<file path="src/rtl/ob_cmd_ingress.sv">
// Command ingress FIFO ahead of the order book: drops and counts Op_Nop commands.
// It then issues the stored commands in order on ob's registered command port.
package ob_pkg;
    typedef enum logic [1:0] {
        Op_Nop    = 2'd0,
        Op_Buy    = 2'd1,
        Op_Sell   = 2'd2,
        Op_Cancel = 2'd3
    } opcode_t;

    typedef struct packed {
        logic [15:0] price;
        logic [15:0] qty;
    } order_t;

    typedef union packed {
        order_t      order;
        logic [31:0] target;
    } oprand_u;

    typedef struct packed {
        opcode_t     opcode;
        logic [15:0] uid;
        oprand_u     oprand;
    } cmd_t;
endpackage

module ob_cmd_ingress
    import ob_pkg::*;
#(
    parameter int unsigned DEPTH = 4,
    parameter int unsigned CNT_W = 16
) (
    input  logic                       clk,
    input  logic                       rst,
    input  logic                       in_vld,
    input  cmd_t                       in_cmd,
    output logic                       in_rdy,
    output logic                       cmd_vld_r,
    output cmd_t                       cmd_r,
    input  logic                       cmd_full_r,
    output logic [$clog2(DEPTH):0]     occupancy,
    output logic [CNT_W-1:0]           nop_cnt
);
    localparam int unsigned PTR_W = $clog2(DEPTH);
    localparam int unsigned OCC_W = PTR_W + 1;

    cmd_t             mem_q [DEPTH];
    logic [PTR_W-1:0] wr_ptr_q, wr_ptr_d;
    logic [PTR_W-1:0] rd_ptr_q, rd_ptr_d;
    logic [OCC_W-1:0] occ_q, occ_d;
    logic             cmd_vld_q, cmd_vld_d;
    cmd_t             cmd_q, cmd_d;
    logic [CNT_W-1:0] nop_cnt_q, nop_cnt_d;

    logic push_acc;
    logic is_nop;
    logic store;
    logic pop;

    // Ready is a function of registered occupancy only, so a pop never frees a same-cycle slot.
    assign in_rdy    = rst && (occ_q != OCC_W'(DEPTH));
    assign cmd_vld_r = cmd_vld_q;
    assign cmd_r     = cmd_q;
    assign occupancy = occ_q;
    assign nop_cnt   = nop_cnt_q;

    always_comb begin
        push_acc  = in_vld && in_rdy;
        is_nop    = (in_cmd.opcode == Op_Nop);
        store     = push_acc && !is_nop;
        pop       = !cmd_full_r && (occ_q != '0);

        wr_ptr_d  = wr_ptr_q;
        rd_ptr_d  = rd_ptr_q;
        occ_d     = occ_q;
        cmd_vld_d = pop;
        cmd_d     = cmd_q;
        nop_cnt_d = nop_cnt_q;

        if (store) begin
            wr_ptr_d = wr_ptr_q + PTR_W'(1);
        end
        if (pop) begin
            rd_ptr_d = rd_ptr_q + PTR_W'(1);
            cmd_d    = mem_q[rd_ptr_q];
        end
        case ({store, pop})
            2'b10:   occ_d = occ_q + OCC_W'(1);
            2'b01:   occ_d = occ_q - OCC_W'(1);
            default: occ_d = occ_q;
        endcase
        if (push_acc && is_nop && (nop_cnt_q != '1)) begin
            nop_cnt_d = nop_cnt_q + CNT_W'(1);
        end
    end

    always_ff @(posedge clk or negedge rst) begin
        if (!rst) begin
            wr_ptr_q  <= '0;
            rd_ptr_q  <= '0;
            occ_q     <= '0;
            cmd_vld_q <= 1'b0;
            cmd_q     <= '0;
            nop_cnt_q <= '0;
        end else begin
            wr_ptr_q  <= wr_ptr_d;
            rd_ptr_q  <= rd_ptr_d;
            occ_q     <= occ_d;
            cmd_vld_q <= cmd_vld_d;
            cmd_q     <= cmd_d;
            nop_cnt_q <= nop_cnt_d;
        end
    end

    // Storage needs no reset: occupancy gates every read.
    always_ff @(posedge clk) begin
        if (store) begin
            mem_q[wr_ptr_q] <= in_cmd;
        end
    end

`ifndef SYNTHESIS
    a_no_push_full: assert property (@(posedge clk) disable iff (!rst)
        !(push_acc && (occ_q == OCC_W'(DEPTH))));
    a_no_pop_empty: assert property (@(posedge clk) disable iff (!rst)
        !(pop && (occ_q == '0)));
    a_full_blocks: assert property (@(posedge clk) disable iff (!rst)
        cmd_full_r |=> !cmd_vld_q);
    a_occ_bound: assert property (@(posedge clk) disable iff (!rst)
        occ_q <= OCC_W'(DEPTH));
`endif
endmodule
</file>
<file path="config.mk">
export PLATFORM = sky130hd
export DESIGN_NAME = ob_cmd_ingress
export DESIGN_NICKNAME = d
export VERILOG_FILES = /design/src/rtl/ob_cmd_ingress.sv
export SDC_FILE = /design/constraint.sdc
export NUM_CORES = 1
export LEC_CHECK = 0
export CORE_ASPECT_RATIO = 0.75
export CORE_MARGIN = 3
export CORE_UTILIZATION = 55
export CTS_BUF_LIST = sky130_fd_sc_hd__clkbuf_8
export CTS_CLUSTER_DIAMETER = 200
export DETAILED_ROUTE_END_ITERATION = 12
export GPL_ROUTABILITY_DRIVEN = 0
export PLACE_DENSITY = 0.85
export RECOVER_POWER = 50
export REMOVE_ABC_BUFFERS = 1
export SETUP_SLACK_MARGIN = 0.2
export SLEW_MARGIN = 40
export SYNTH_ARGS = -nofsm -noshare
export SYNTH_HDL_FRONTEND = slang
export SYNTH_SLANG_ARGS = --single-unit
</file>
<file path="constraint.sdc">
create_clock -name clk -period 4.2 [get_ports clk]
set_clock_uncertainty 0.2 [all_clocks]
set_input_delay 0.42 -clock clk [delete_from_list [all_inputs] [get_ports clk]]
set_output_delay 0.42 -clock clk [all_outputs]
set_load 0.02 [all_outputs]
</file>
==> Flow_metrics.wiki <==
{| class="wikitable"
! Metric !! Value
|-
| Status || finished with violations
|-
| Violated checks || capacitance limit, slew limit
|-
| Final wirelength || slightly below 20,000 um
|-
| Final std cell area, no fill || 12,660 um2
|-
| First-pass GRT wire length || ~31,000 um
|-
| CP Data Required Time || 3960 ps
|-
| CP endpoint kind || asynchronous set/reset pin
|-
| Commonest non-fill, non-tap cell in the layout || edfxtp_1
|-
| Area of the core || about 18,000 um2
|-
| Starting DRT DRC Count || 415
|-
| Clock tree root buffer cell || clkbuf_8
|-
| Cell family with the largest share of critical-path delay || buffers and inverters
|-
| Layout cell share with drive strength beyond 1 || 25.83%
|-
| Area share of xor/xnor cells in the synthesized design || 1.785%
|-
| Adder-cell share of the synthesized area || 0.9230%
|-
| Number of cells produced by synthesis || 482
|-
| Post-synthesis cell type count || 30
|-
| Final hold slack || roughly 290 ps
|-
| Slew HR || -29.31%
|-
| Arrival time at the worst endpoint || around 2700 ps
|-
| Highest layer used for signal routing || met5
|-
| Flip-flop and latch count after synthesis || 274
|-
| Antenna violations before repair || 3
|-
| Total congestion overflow after global routing || 0
|-
| IR drop worst, VDD || roughly 0.37 mV
|-
| DRC Markers || 0
|-
| Path class of the lowest-slack min-delay path || reg -> reg
|-
| RSZ-0062 raised after global routing || no
|-
| Simple-Gate Fraction of Synth Area || 2.951%
|-
| Critical-path cell list || dlygate4sd3_1 -> clkbuf_1 -> clkbuf_2
|-
| Post-place instance area || 11,850 um2
|-
| Total Die Area || 20,430 um2
|-
| Worst-margin pin slew || 1940 ps
|-
| Final Hold Fails || 0
|-
| Layout overhead on the synthesized area || 22.89%
|-
| Synth warnings || 0
|-
| Number of global-route vias before repair || roughly 5,400
|-
| Total leakage power || 0.004550 uW
|-
| Final setup fails || 0
|-
| Total clock buffers created by CTS || 40
|-
| Pin count of the biggest net entering global routing || 75
|-
| Filler Cells Inserted || ~1,100
|-
| Number of cell rows || between 40 and 50
|-
| Classification of the worst setup path || in -> async
|-
| Die H || 124.5 um
|-
| Number of buffer and inverter stages on the critical path || 3
|-
| H-Tree Depth || 2
|-
| Synth Area in Compound Gates || 0%
|-
| Pwr/cell area || 650.0 nW/um2
|-
| Starting density of the core || between 50% and 60%
|-
| Number of antenna-violating nets in the routed design || 0
|-
| Startpoint types || input port
|-
| Width of the chip || 164.0 um
|-
| Setup TNS || 0 ps
|-
| Max capacitance violation total || 1
|-
| Average cell area after synthesis || 21.37 um2
|-
| Largest family of logic cells by synthesized area || multiplexers
|-
| Peak fanout along the critical path || 74
|-
| Combined global-route utilization of all metal layers || between 10% and 20%
|-
| Post-DP HPWL || 12,130 um
|-
| Insertion delay to the later sink of the worst-skew pair || 500 ps
|-
| Sequential area share after synthesis || between 70% and 80%
|-
| Fraction of the core area covered by cells at the end of the flow || 70.24%
|-
| Max-slew violation total from the final report || 75
|-
| Post-layout nets || 697
|-
| Number of cells in the finished layout apart from fillers || 911
|-
| # IOs || 125
|-
| Met1 WL || 8759 um
|-
| Period utilisation layout || 68.80%
|-
| Sink count of the clock tree || around 270
|-
| Routed wire per std cell || 21.42 um
|-
| Met2 routed wirelength || approximately 9000 um
|-
| Met3 layer wire length in the routed design || 1346 um
|-
| Critical Path Slowest Stage Cell || clkbuf_2
|-
| Clk pin slew, worst setup/hold paths || approximately 60 ps
|-
| Commonest cells after routing, fill and taps aside || edfxtp_1 (200), dlygate4sd3_1 (79), dfrtp_1 (72)
|-
| Multiplexer area fraction after synthesis || 16.75%
|-
| Number of detailed-routing iterations run before antenna repair || 5
|-
| CTS tree || yes
|-
| Cells resized by post-CTS repair || 0
|-
| Top achievable clock speed || 0.3461 GHz
|-
| PortBufs || 124
|-
| Routed vias || 5,058
|-
| Mean number of vias per cell || 5.552
|-
| Number of buffers on the longest clock path || 3
|-
| DP Cell Count || 835
|-
| R2r setup slk || 1510 ps
|-
| Post-Syn Area || about 10,000 um2
|-
| Worst path max stage delay || 1450 ps
|-
| Min Clock Period, post-route || 2890 ps
|}
-- final timing paths --
path | endpoint | cells after the start | start
max | rd_ptr_q[0] | 3 | rst
min | nop_cnt[11] | 1 | nop_cnt[11]
max in group clk | in_rdy | 3 | occupancy[0]
min in group asynchronous | cmd_r[21] | 3 | rst
max reg2reg | occupancy[2] | 10 | occupancy[0]
min reg2reg | nop_cnt[11] | 1 | nop_cnt[11]
-- synthesized netlist by cell type, drive strengths merged --
master    n  area (um2)
ha        6       75.07
nor2      4       15.01
edfxtp  200        6006
nor2b     1       6.260
xnor2     4       35.03
and4      4       35.03
and3      1       11.26
nand4     4       25.02
buf      15       87.58
dfrtp    74        1852
nor3      8       40.04
nor4      6       43.79
nand2     8       30.03
nor3b     1       7.510
inv       7       26.28
or3b      1       8.760
mux2i     1       10.01
xor2     17       148.9
fa        1       20.02
mux4     50        1126
clkbuf    6       22.52
and2      5       38.79
mux2     52       589.3
and3b     1       8.760
and4b     1       13.76
nand3     4       20.02
-- power by group --
group | internal, uW | switching, uW
Combinational | 1270 | 1090
Clock | 1180 | 944
Sequential | 3390 | 350
-- worst reg2reg max path, cell delays in order (launching register included) --
cell	delay [ps]
dfrtp_1	430
or3b_1	410
and2_0	200
and3b_1	250
inv_1	90
ha_1	170
inv_1	60
fa_1	370
xor2_1	150
nor2_1	110
xor2_1	160
-- flip-flops by register name (all words and copies together), names as in the netlist --
register / flops
mem_q: 200
cmd_r: 50
nop_cnt: 16
occupancy: 3
rd_ptr_q: 2
wr_ptr_q: 2
cmd_vld_r: 1
-- per-layer routing --
metal  GRT usage [%]  up-vias
met5               0        -
met4           4.724        2
met3           4.422       22
met2           29.95      190
met1           30.20     2616
li1                -     2228
-- metrics by stage --
stage	power (uW)	setup slack, ps
2_1_floorplan	5204	-148.3
3_3_place_gp	6137	1404
3_5_place_dp	6240	1254
6_report	8230	1310
5_1_grt	8651	846.9
4_1_cts	8394	1512
-- kinds of logic after synthesis --
family / Yosys count
multiplexers: 103
adder cells (fa/ha/maj): 7
buffers and inverters: 28
XOR/XNOR: 21
AND/OR/NAND/NOR: 49
flip-flops: 274
-- layout make-up --
class                   instances  area (um2)  share of cell area (%)
inverters                       7       26.28                  0.2075
clock buffers                  46       633.1                   5.000
clock inverters                26       181.4                   1.433
repair buffers                133        1338                   10.56
flip-flops and latches        274        7863                   62.10
multi-input cells             180        2310                   18.24
well taps                     242       302.8                   2.392
diodes                          3       7.507                 0.05929
-- timing repair --
item / 4_1_cts / 5_1_grt
hold buffers: 1 / 0
endpoints found under the hold margin: 74 / 0
buffers inserted: 0 / 0
No activity file was read; power rests on OpenSTA's default activity.
